[src/rtl/trace_pkg.sv]
// ---------------------------------------------------------------------------
// trace_pkg
// Shared definitions for the retired-instruction trace recorder:
//   - MIPS opcode constants (instr[31:26]) and SPECIAL funct constants (instr[5:0])
//   - 3-bit instruction class codes reported by the classifier and the buffer
//   - 2-bit recorder state codes exported on the 'state' port
// ---------------------------------------------------------------------------
package trace_pkg;

  // Opcode field values
  localparam logic [5:0] OP_SPECIAL = 6'h00;
  localparam logic [5:0] OP_JAL     = 6'h03;
  localparam logic [5:0] OP_BEQ     = 6'h04;
  localparam logic [5:0] OP_ORI     = 6'h0D;
  localparam logic [5:0] OP_LUI     = 6'h0F;
  localparam logic [5:0] OP_LW      = 6'h23;
  localparam logic [5:0] OP_SW      = 6'h2B;

  // Funct field values, meaningful only when opcode is SPECIAL
  localparam logic [5:0] FN_JR  = 6'h08;
  localparam logic [5:0] FN_ADD = 6'h20;
  localparam logic [5:0] FN_SUB = 6'h22;

  // Instruction classes; also the index of the per-class retire counters
  typedef enum logic [2:0] {
    CLS_ALU   = 3'd0,
    CLS_ORI   = 3'd1,
    CLS_LUI   = 3'd2,
    CLS_LW    = 3'd3,
    CLS_SW    = 3'd4,
    CLS_BEQ   = 3'd5,
    CLS_JUMP  = 3'd6,
    CLS_OTHER = 3'd7
  } class_e;

  // Recorder states
  typedef enum logic [1:0] {
    ST_ARMED  = 2'd0,
    ST_POST   = 2'd1,
    ST_FROZEN = 2'd2
  } state_e;

endpackage

[src/rtl/instr_classifier.sv]
// ---------------------------------------------------------------------------
// instr_classifier
// Purely combinational decode of a MIPS instruction word into a trace class.
// Ports:
//   instr_i  [31:0]  instruction word
//   class_o  [2:0]   class code (see trace_pkg::class_e); unlisted -> OTHER
// ---------------------------------------------------------------------------
module instr_classifier
  import trace_pkg::*;
(
  input  logic [31:0] instr_i,
  output logic [2:0]  class_o
);

  // The funct field is only consulted for SPECIAL opcodes; every other
  // opcode is classified from instr[31:26] alone.
  always_comb begin
    class_o = CLS_OTHER;
    case (instr_i[31:26])
      OP_SPECIAL: begin
        case (instr_i[5:0])
          FN_ADD, FN_SUB: class_o = CLS_ALU;
          FN_JR:          class_o = CLS_JUMP;
          default:        class_o = CLS_OTHER;
        endcase
      end
      OP_ORI:  class_o = CLS_ORI;
      OP_LUI:  class_o = CLS_LUI;
      OP_LW:   class_o = CLS_LW;
      OP_SW:   class_o = CLS_SW;
      OP_BEQ:  class_o = CLS_BEQ;
      OP_JAL:  class_o = CLS_JUMP;
      default: class_o = CLS_OTHER;
    endcase
  end

endmodule

[src/rtl/instr_trace_buffer.sv]
// ---------------------------------------------------------------------------
// instr_trace_buffer
// Retired-instruction trace recorder. Classifies every retired instruction,
// keeps per-class retire counters, and records {pc, instr, class} into a
// circular buffer until a PC trigger plus POST_DEPTH further entries freeze
// it. While frozen the buffer is drained through a valid/ready port.
//
// Parameters: DEPTH (power of two, >=2), POST_DEPTH (0..DEPTH-1), CNT_W.
// Ports:
//   clk, rst_n                 clock / async active-low reset
//   retire_valid/pc/instr      retire interface from the core
//   trig_en, trig_pc           PC-match trigger
//   rearm                      FROZEN -> ARMED, flushes the buffer
//   rd_valid/ready/pc/instr/class  drain port (FROZEN only)
//   state                      0 ARMED, 1 POST, 2 FROZEN
//   overflow                   sticky, entry overwritten while ARMED
//   cnt_sel, cnt_out           class counter select / value
//   drop_cnt                   saturating count of retires dropped in FROZEN
//
// Optional macro TRACE_DISPLAY_EN: prints a disassembly line for each
// recorded entry and "TRACE FROZEN" when recording stops (simulation only).
// ---------------------------------------------------------------------------
module instr_trace_buffer
  import trace_pkg::*;
#(
  parameter int DEPTH      = 16,
  parameter int POST_DEPTH = 4,
  parameter int CNT_W      = 32
) (
  input  logic             clk,
  input  logic             rst_n,
  input  logic             retire_valid,
  input  logic [31:0]      retire_pc,
  input  logic [31:0]      retire_instr,
  input  logic             trig_en,
  input  logic [31:0]      trig_pc,
  input  logic             rearm,
  output logic             rd_valid,
  input  logic             rd_ready,
  output logic [31:0]      rd_pc,
  output logic [31:0]      rd_instr,
  output logic [2:0]       rd_class,
  output logic [1:0]       state,
  output logic             overflow,
  input  logic [2:0]       cnt_sel,
  output logic [CNT_W-1:0] cnt_out,
  output logic [CNT_W-1:0] drop_cnt
);

  localparam int PTR_W = $clog2(DEPTH);

  localparam logic [PTR_W-1:0] PTR_ONE  = PTR_W'(1);
  localparam logic [PTR_W:0]   CNT_ONE  = (PTR_W + 1)'(1);
  localparam logic [PTR_W:0]   CNT_FULL = (PTR_W + 1)'(DEPTH);
  localparam logic [PTR_W-1:0] POST_INIT = PTR_W'(POST_DEPTH);
  localparam logic [CNT_W-1:0] CTR_ONE  = CNT_W'(1);

  state_e           state_q, state_d;
  logic [PTR_W-1:0] wr_ptr_q, wr_ptr_d;
  logic [PTR_W-1:0] rd_ptr_q, rd_ptr_d;
  logic [PTR_W-1:0] post_left_q, post_left_d;
  logic [PTR_W:0]   count_q, count_d;
  logic             overflow_q, overflow_d;
  logic [CNT_W-1:0] drop_q, drop_d;
  logic [CNT_W-1:0] cls_cnt_q [8];
  logic [CNT_W-1:0] cls_cnt_d [8];

  logic [31:0] mem_pc    [DEPTH];
  logic [31:0] mem_instr [DEPTH];
  logic [2:0]  mem_cls   [DEPTH];

  logic [2:0] retire_cls;
  logic       do_rec;
  logic       do_trig;
  logic       do_pop;

  instr_classifier u_classifier (
    .instr_i (retire_instr),
    .class_o (retire_cls)
  );

  assign do_rec  = retire_valid && (state_q == ST_ARMED || state_q == ST_POST);
  assign do_trig = retire_valid && trig_en && (retire_pc == trig_pc)
                   && (state_q == ST_ARMED);
  assign rd_valid = (state_q == ST_FROZEN) && (count_q != '0);
  assign do_pop   = rd_valid && rd_ready;

  // Next-state logic. Recording (ARMED/POST) and popping (FROZEN) never
  // happen in the same state, so the pointer updates cannot collide. A full
  // buffer keeps recording by dropping its oldest entry.
  always_comb begin
    state_d     = state_q;
    wr_ptr_d    = wr_ptr_q;
    rd_ptr_d    = rd_ptr_q;
    post_left_d = post_left_q;
    count_d     = count_q;
    overflow_d  = overflow_q;
    drop_d      = drop_q;
    for (int i = 0; i < 8; i++) begin
      cls_cnt_d[i] = cls_cnt_q[i];
    end

    if (retire_valid) begin
      cls_cnt_d[retire_cls] = cls_cnt_q[retire_cls] + CTR_ONE;
    end

    if (do_rec) begin
      wr_ptr_d = wr_ptr_q + PTR_ONE;
      if (count_q == CNT_FULL) begin
        rd_ptr_d = rd_ptr_q + PTR_ONE;
        if (state_q == ST_ARMED) begin
          overflow_d = 1'b1;
        end
      end else begin
        count_d = count_q + CNT_ONE;
      end
    end

    case (state_q)
      ST_ARMED: begin
        if (do_trig) begin
          if (POST_DEPTH == 0) begin
            state_d = ST_FROZEN;
          end else begin
            state_d     = ST_POST;
            post_left_d = POST_INIT;
          end
        end
      end
      ST_POST: begin
        if (do_rec) begin
          post_left_d = post_left_q - PTR_ONE;
          if (post_left_q == PTR_ONE) begin
            state_d = ST_FROZEN;
          end
        end
      end
      ST_FROZEN: begin
        if (retire_valid && (drop_q != {CNT_W{1'b1}})) begin
          drop_d = drop_q + CTR_ONE;
        end
        if (do_pop) begin
          rd_ptr_d = rd_ptr_q + PTR_ONE;
          count_d  = count_q - CNT_ONE;
        end
        // The flush overrides any pop or drop taken in the same cycle.
        if (rearm) begin
          state_d    = ST_ARMED;
          wr_ptr_d   = '0;
          rd_ptr_d   = '0;
          count_d    = '0;
          overflow_d = 1'b0;
          drop_d     = '0;
        end
      end
      default: state_d = ST_ARMED;
    endcase
  end

  // Control and counter registers.
  always_ff @(posedge clk or negedge rst_n) begin
    if (!rst_n) begin
      state_q     <= ST_ARMED;
      wr_ptr_q    <= '0;
      rd_ptr_q    <= '0;
      post_left_q <= '0;
      count_q     <= '0;
      overflow_q  <= 1'b0;
      drop_q      <= '0;
      for (int i = 0; i < 8; i++) begin
        cls_cnt_q[i] <= '0;
      end
    end else begin
      state_q     <= state_d;
      wr_ptr_q    <= wr_ptr_d;
      rd_ptr_q    <= rd_ptr_d;
      post_left_q <= post_left_d;
      count_q     <= count_d;
      overflow_q  <= overflow_d;
      drop_q      <= drop_d;
      for (int i = 0; i < 8; i++) begin
        cls_cnt_q[i] <= cls_cnt_d[i];
      end
    end
  end

  // Entry storage needs no reset: stale contents are unreachable because
  // count is cleared and the read port is gated by rd_valid.
  always_ff @(posedge clk) begin
    if (do_rec) begin
      mem_pc[wr_ptr_q]    <= retire_pc;
      mem_instr[wr_ptr_q] <= retire_instr;
      mem_cls[wr_ptr_q]   <= retire_cls;
    end
  end

  assign rd_pc    = rd_valid ? mem_pc[rd_ptr_q]    : '0;
  assign rd_instr = rd_valid ? mem_instr[rd_ptr_q] : '0;
  assign rd_class = rd_valid ? mem_cls[rd_ptr_q]   : '0;

  assign state    = state_q;
  assign overflow = overflow_q;
  assign cnt_out  = cls_cnt_q[cnt_sel];
  assign drop_cnt = drop_q;

`ifdef TRACE_DISPLAY_EN
  logic [4:0]  dis_rs, dis_rt, dis_rd;
  logic [15:0] dis_imm;
  logic [31:0] dis_beq_tgt, dis_jal_tgt;

  assign dis_rs      = retire_instr[25:21];
  assign dis_rt      = retire_instr[20:16];
  assign dis_rd      = retire_instr[15:11];
  assign dis_imm     = retire_instr[15:0];
  assign dis_beq_tgt = retire_pc + 32'd4 + {{14{dis_imm[15]}}, dis_imm, 2'b00};
  assign dis_jal_tgt = {retire_pc[31:28], retire_instr[25:0], 2'b00};

  // Disassembly trace of every recorded entry, reusing the classifier result.
  always_ff @(posedge clk) begin
    if (rst_n && do_rec) begin
      case (retire_cls)
        CLS_ALU:  $display("@%08h: %s $%0d, $%0d, $%0d", retire_pc,
                           (retire_instr[5:0] == FN_SUB) ? "sub" : "add",
                           dis_rd, dis_rs, dis_rt);
        CLS_ORI:  $display("@%08h: ori $%0d, $%0d, 0x%04h", retire_pc,
                           dis_rt, dis_rs, dis_imm);
        CLS_LUI:  $display("@%08h: lui $%0d, 0x%04h", retire_pc, dis_rt, dis_imm);
        CLS_LW:   $display("@%08h: lw $%0d, 0x%04h($%0d)", retire_pc,
                           dis_rt, dis_imm, dis_rs);
        CLS_SW:   $display("@%08h: sw $%0d, 0x%04h($%0d)", retire_pc,
                           dis_rt, dis_imm, dis_rs);
        CLS_BEQ:  $display("@%08h: beq $%0d, $%0d, 0x%04h -> %08h", retire_pc,
                           dis_rs, dis_rt, dis_imm, dis_beq_tgt);
        CLS_JUMP: begin
          if (retire_instr[31:26] == OP_JAL) begin
            $display("@%08h: jal 0x%07h -> %08h", retire_pc,
                     retire_instr[25:0], dis_jal_tgt);
          end else begin
            $display("@%08h: jr $%0d", retire_pc, dis_rs);
          end
        end
        default:  $display("@%08h: unknown 0x%08h", retire_pc, retire_instr);
      endcase
    end
    if (rst_n && (state_q != ST_FROZEN) && (state_d == ST_FROZEN)) begin
      $display("TRACE FROZEN");
    end
  end
`endif

endmodule

[config.mk]
export PLATFORM = sky130hd
export DESIGN_NAME = instr_trace_buffer
export DESIGN_NICKNAME = d
export VERILOG_FILES = /design/src/rtl/trace_pkg.sv /design/src/rtl/instr_classifier.sv /design/src/rtl/instr_trace_buffer.sv
export SDC_FILE = /design/constraint.sdc
export NUM_CORES = 2
export LEC_CHECK = 0
export ABC_AREA = 0
export BUFFER_PORTS_ARGS = -buffer_cell sky130_fd_sc_hd__buf_4
export CORE_MARGIN = 1.5
export CORE_UTILIZATION = 33
export DETAILED_ROUTE_END_ITERATION = 8
export SLEW_MARGIN = 20
export SYNTH_ARGS = -nofsm -noshare
export SYNTH_HDL_FRONTEND = slang
export SYNTH_HIERARCHICAL = 1
export SYNTH_SLANG_ARGS = --single-unit
[constraint.sdc]
create_clock -name clk -period 6.1 [get_ports clk]
set_input_delay 0.305 -clock clk [delete_from_list [all_inputs] [get_ports clk]]
set_output_delay 0.305 -clock clk [all_outputs]
set_load 0.02 [all_outputs]
==> PnR_summary.wiki <==
{| class="wikitable"
! Metric !! Value
|-
| Portion of the post-synthesis area used by sequential elements || 68.9%
|-
| Number of antenna violations at the first check in global routing || 12
|-
| Num CTS Buffers || 148
|-
| Maximum operating frequency || 0.207 GHz
|-
| Worst hold-check path type || in -> async
|-
| Count of input and output buffers || 239
|-
| Sum of negative setup slack || 0 ns
|-
| Maximum capacitance violations || 0
|-
| Count of H-tree levels built during CTS || 4
|-
| Detailed Route Iter0 Violations || 2447
|-
| Clock root buffer || sky130_fd_sc_hd__clkbuf_16
|-
| Total of endpoints with negative setup slack in the final report || 0
|-
| Number of cells in the finished layout apart from fillers || 5944
|-
| Hold Vio Cnt, Final || 0
|-
| Run status || finished, final reports clean
|-
| Count of state elements after synthesis || 1380
|-
| X dimension of the die || 422 um
|-
| Detailed-route DRC error count || 0
|-
| Clk_skew || 0.0579 ns
|-
| Layout cells sized above 1 || 29.6%
|-
| Share of async-settable or async-resettable flops after synthesis || 22.3%
|-
| Clock tree from TritonCTS || built
|-
| Maximum number of pins on one net before global-route repair || ~110
|-
| Power consumption || 21.8 mW
|-
| Final worst-path setup slack || about 1.3 ns
|-
| Critical path endpoint category || flop
|-
| Share of the core filled with cells || about two fifths
|-
| Clock input transition at the sequential cells of the worst setup and hold paths || ~0.05 ns
|-
| Resized cells post-CTS || 0
|-
| Number of pins with negative max-slew slack in the final report || 0
|-
| Most common cell after layout, fill and taps aside || sky130_fd_sc_hd__edfxtp_1
|-
| Worst setup slack before clock tree synthesis || 0.957 ns
|-
| Buffer levels on the longest clock path || 3
|-
| EDFF count, synth || 1072
|-
| Die Footprint || 0.178 mm2
|-
| Num rows || 153
|-
| Instance area at placement || 0.0625 mm2
|-
| Category of the most critical setup path || in -> reg
|-
| Count of unique library cells instantiated by Yosys || 80
|-
| Period Utilization, post-route || 79.1%
|-
| Syn_nets || around 3300
|-
| Clock latency on the worst-skew pair || slightly below 0.8 ns
|-
| DP Cell Count || roughly 5600
|-
| Shortest period the worst path allows || ~4.8 ns
|-
| Starting density of the core || 33.3%
|-
| Remaining global-route overflow || 0
|-
| Post-layout nets || 3607
|-
| Unrepaired setup endpoints after global routing || false
|-
| Flip-flop cell with the highest count after synthesis || sky130_fd_sc_hd__edfxtp_1
|-
| Total clock sinks || between 1000 and 1500
|-
| Area grow syn2layout || 17.4%
|-
| Vertical die dimension || 422 um
|-
| Number of instances in the synthesized netlist || 3161
|-
| Total routed wirelength || 146 mm
|-
| Worst rel slew slack || 27.1%
|-
| Yosys warnings || 6
|-
| Data required, critical path || between 6 and 7 ns
|-
| Min Hold Slack || between 0.1 and 0.15 ns
|-
| Core area || 0.174 mm2
|-
| Cell area after layout || 0.0680 mm2
|-
| Detail-routed net length per standard cell || roughly 25 um
|-
| Number of top-level design ports || 240
|-
| Most frequent cells in the layout || 1072 x sky130_fd_sc_hd__edfxtp_1, 432 x sky130_fd_sc_hd__mux4_2, 304 x sky130_fd_sc_hd__dfrtp_1, 292 x sky130_fd_sc_hd__buf_4, 279 x sky130_fd_sc_hd__nand2_1
|-
| Post-synthesis instance area || 0.0579 mm2
|-
| Post-route antenna net violation count || 0
|-
| Crit-path max FO || 29
|-
| Global-route wire length before repair || roughly 220 mm
|-
| Overall Global Routing Usage || 16.4%
|-
| Vias in the first global route || about 32000
|-
| Placer Congestion || between 0.8 and 0.9
|-
| Worst EP arrival || 5.43 ns
|-
| Worst slew pin tran || around 1.1 ns
|-
| Power density over cell area || 321 mW/mm2
|-
| Element type at the critical path start || input port
|-
| Number of vias per cell || around 5.2
|-
| Half-perimeter wire length of the detailed placement result || ~81 mm
|-
| Per-instance average area after synthesis || 18.3 um2
|-
| TritonRoute pass-1 iters || 5
|-
| IR Drop Worst-Case VDD || 0.000309 V
|-
| Leak Pwr || about 23 nW
|-
| Total via count in the routed design || 30700
|}
[routing by layer]
| layer | up-vias | part of all wire, % | global-route usage (%) |
|---|---|---|---|
| met5 | - | 0.0068 | 0 |
| met2 | 729 | 51 | 28.4 |
| met4 | 2 | 2.4 | 4.60 |
| met3 | 205 | 4.4 | 2.72 |
| li1 | 13300 | - | - |
| met1 | 16400 | 42 | 21.1 |
[critical path, stage by stage]
cell and delay [ns]:
sky130_fd_sc_hd__dlygate4sd3_1 0.57, sky130_fd_sc_hd__buf_4 0.20, sky130_fd_sc_hd__or3_4 0.42, sky130_fd_sc_hd__o311ai_2 0.42, sky130_fd_sc_hd__o21bai_1 0.23, sky130_fd_sc_hd__nand3_4 0.43, sky130_fd_sc_hd__mux4_1 0.51, sky130_fd_sc_hd__mux2_2 0.29
sky130_fd_sc_hd__ha_1 0.24, sky130_fd_sc_hd__nand4_1 0.18, sky130_fd_sc_hd__and4bb_1 0.67, sky130_fd_sc_hd__nand4_1 0.21, sky130_fd_sc_hd__xnor2_1 0.53, sky130_fd_sc_hd__o21ai_0 0.19
[final cells by class]
cell class / count / area [um2]
Antenna cell: 6 / 15.0
Clock buffer: 183 / 3920
Tap cell: 2325 / 2910
Multi-Input combinational cell: 1578 / 17200
Sequential cell: 1380 / 39900
Clock inverter: 89 / 905
Timing Repair Buffer: 372 / 3110
Fill cell: 15800 / 106000
Inverter: 11 / 41.3
[state kept, by name, summed over array words and instances, names as in the netlist]
signal,cells
rd_ptr_q,4
drop_cnt,32
wr_ptr_q,4
state,2
mem_cls,48
mem_pc,512
cls_cnt_q,256
count_q,5
post_left_q,4
overflow,1
mem_instr,512
[power by group]
group          leakage (nW)  total, mW  switching, mW  internal, mW
clock network          2.35       8.88           3.81          5.07
logic                  7.12       1.81           1.16         0.646
registers              13.8       11.1          0.239          10.9
total                  23.3       21.8           5.21          16.6
[synth_stat cells, types with 23 or more instances]
cell type / number / area share (%)
sky130_fd_sc_hd__mux2i_1: 27 / 0.47
sky130_fd_sc_hd__o21ai_1: 33 / 0.29
sky130_fd_sc_hd__xor2_1: 56 / 0.85
sky130_fd_sc_hd__dfrtp_1: 308 / 13
sky130_fd_sc_hd__nor3_1: 25 / 0.22
sky130_fd_sc_hd__clkbuf_1: 141 / 0.91
sky130_fd_sc_hd__mux4_1: 23 / 1.0
sky130_fd_sc_hd__and2_1: 93 / 1.0
sky130_fd_sc_hd__nand4_1: 24 / 0.26
sky130_fd_sc_hd__nor2_1: 71 / 0.46
sky130_fd_sc_hd__o21ai_0: 220 / 1.9
sky130_fd_sc_hd__edfxtp_1: 1072 / 56
sky130_fd_sc_hd__buf_1: 24 / 0.16
sky130_fd_sc_hd__mux2_2: 54 / 1.0
sky130_fd_sc_hd__mux4_2: 432 / 17
sky130_fd_sc_hd__nand2_1: 282 / 1.8
sky130_fd_sc_hd__xnor2_1: 33 / 0.50
sky130_fd_sc_hd__a21oi_1: 32 / 0.28
sky130_fd_sc_hd__nand3_1: 23 / 0.20
[repair_timing]
action / CTS / global route
buffers inserted: 0 / 0
hold buffers: 69 / 0
hold endpoints to repair: 1149 / 0
[cell families after synthesis]
kind of cell               share of synthesized area (%)
AOI/OAI and AO/OA                                   3.16
and+or+nand+nor                                     5.10
muxes                                               19.5
adders and majority gates                          0.238
DFF                                                 68.9
buffers and inverters                               1.63
xor gates and xnor gates                            1.51
[final timing paths]
kind	start	endpoint	slack [ns]	depth (start not counted)
setup reg to reg	state[1]$_DFFE_PN0P_	mem_instr[11][19]$_DFFE_PP_	2.90	4
hold reg to reg	cls_cnt_q[174]$_DFFE_PN0P_	cls_cnt_q[174]$_DFFE_PN0P_	0.49	2
hold / removal	rst_n	cls_cnt_q[16]$_DFFE_PN0P_	0.13	2
min in group clk	retire_instr[6]	mem_instr[4][6]$_DFFE_PP_	0.35	2
setup / recovery	retire_instr[2]	cls_cnt_q[248]$_DFFE_PN0P_	1.27	14
max in group asynchronous	rst_n	rd_ptr_q[0]$_DFF_PN0_	4.38	3
Power figures use the tool's default switching activity.
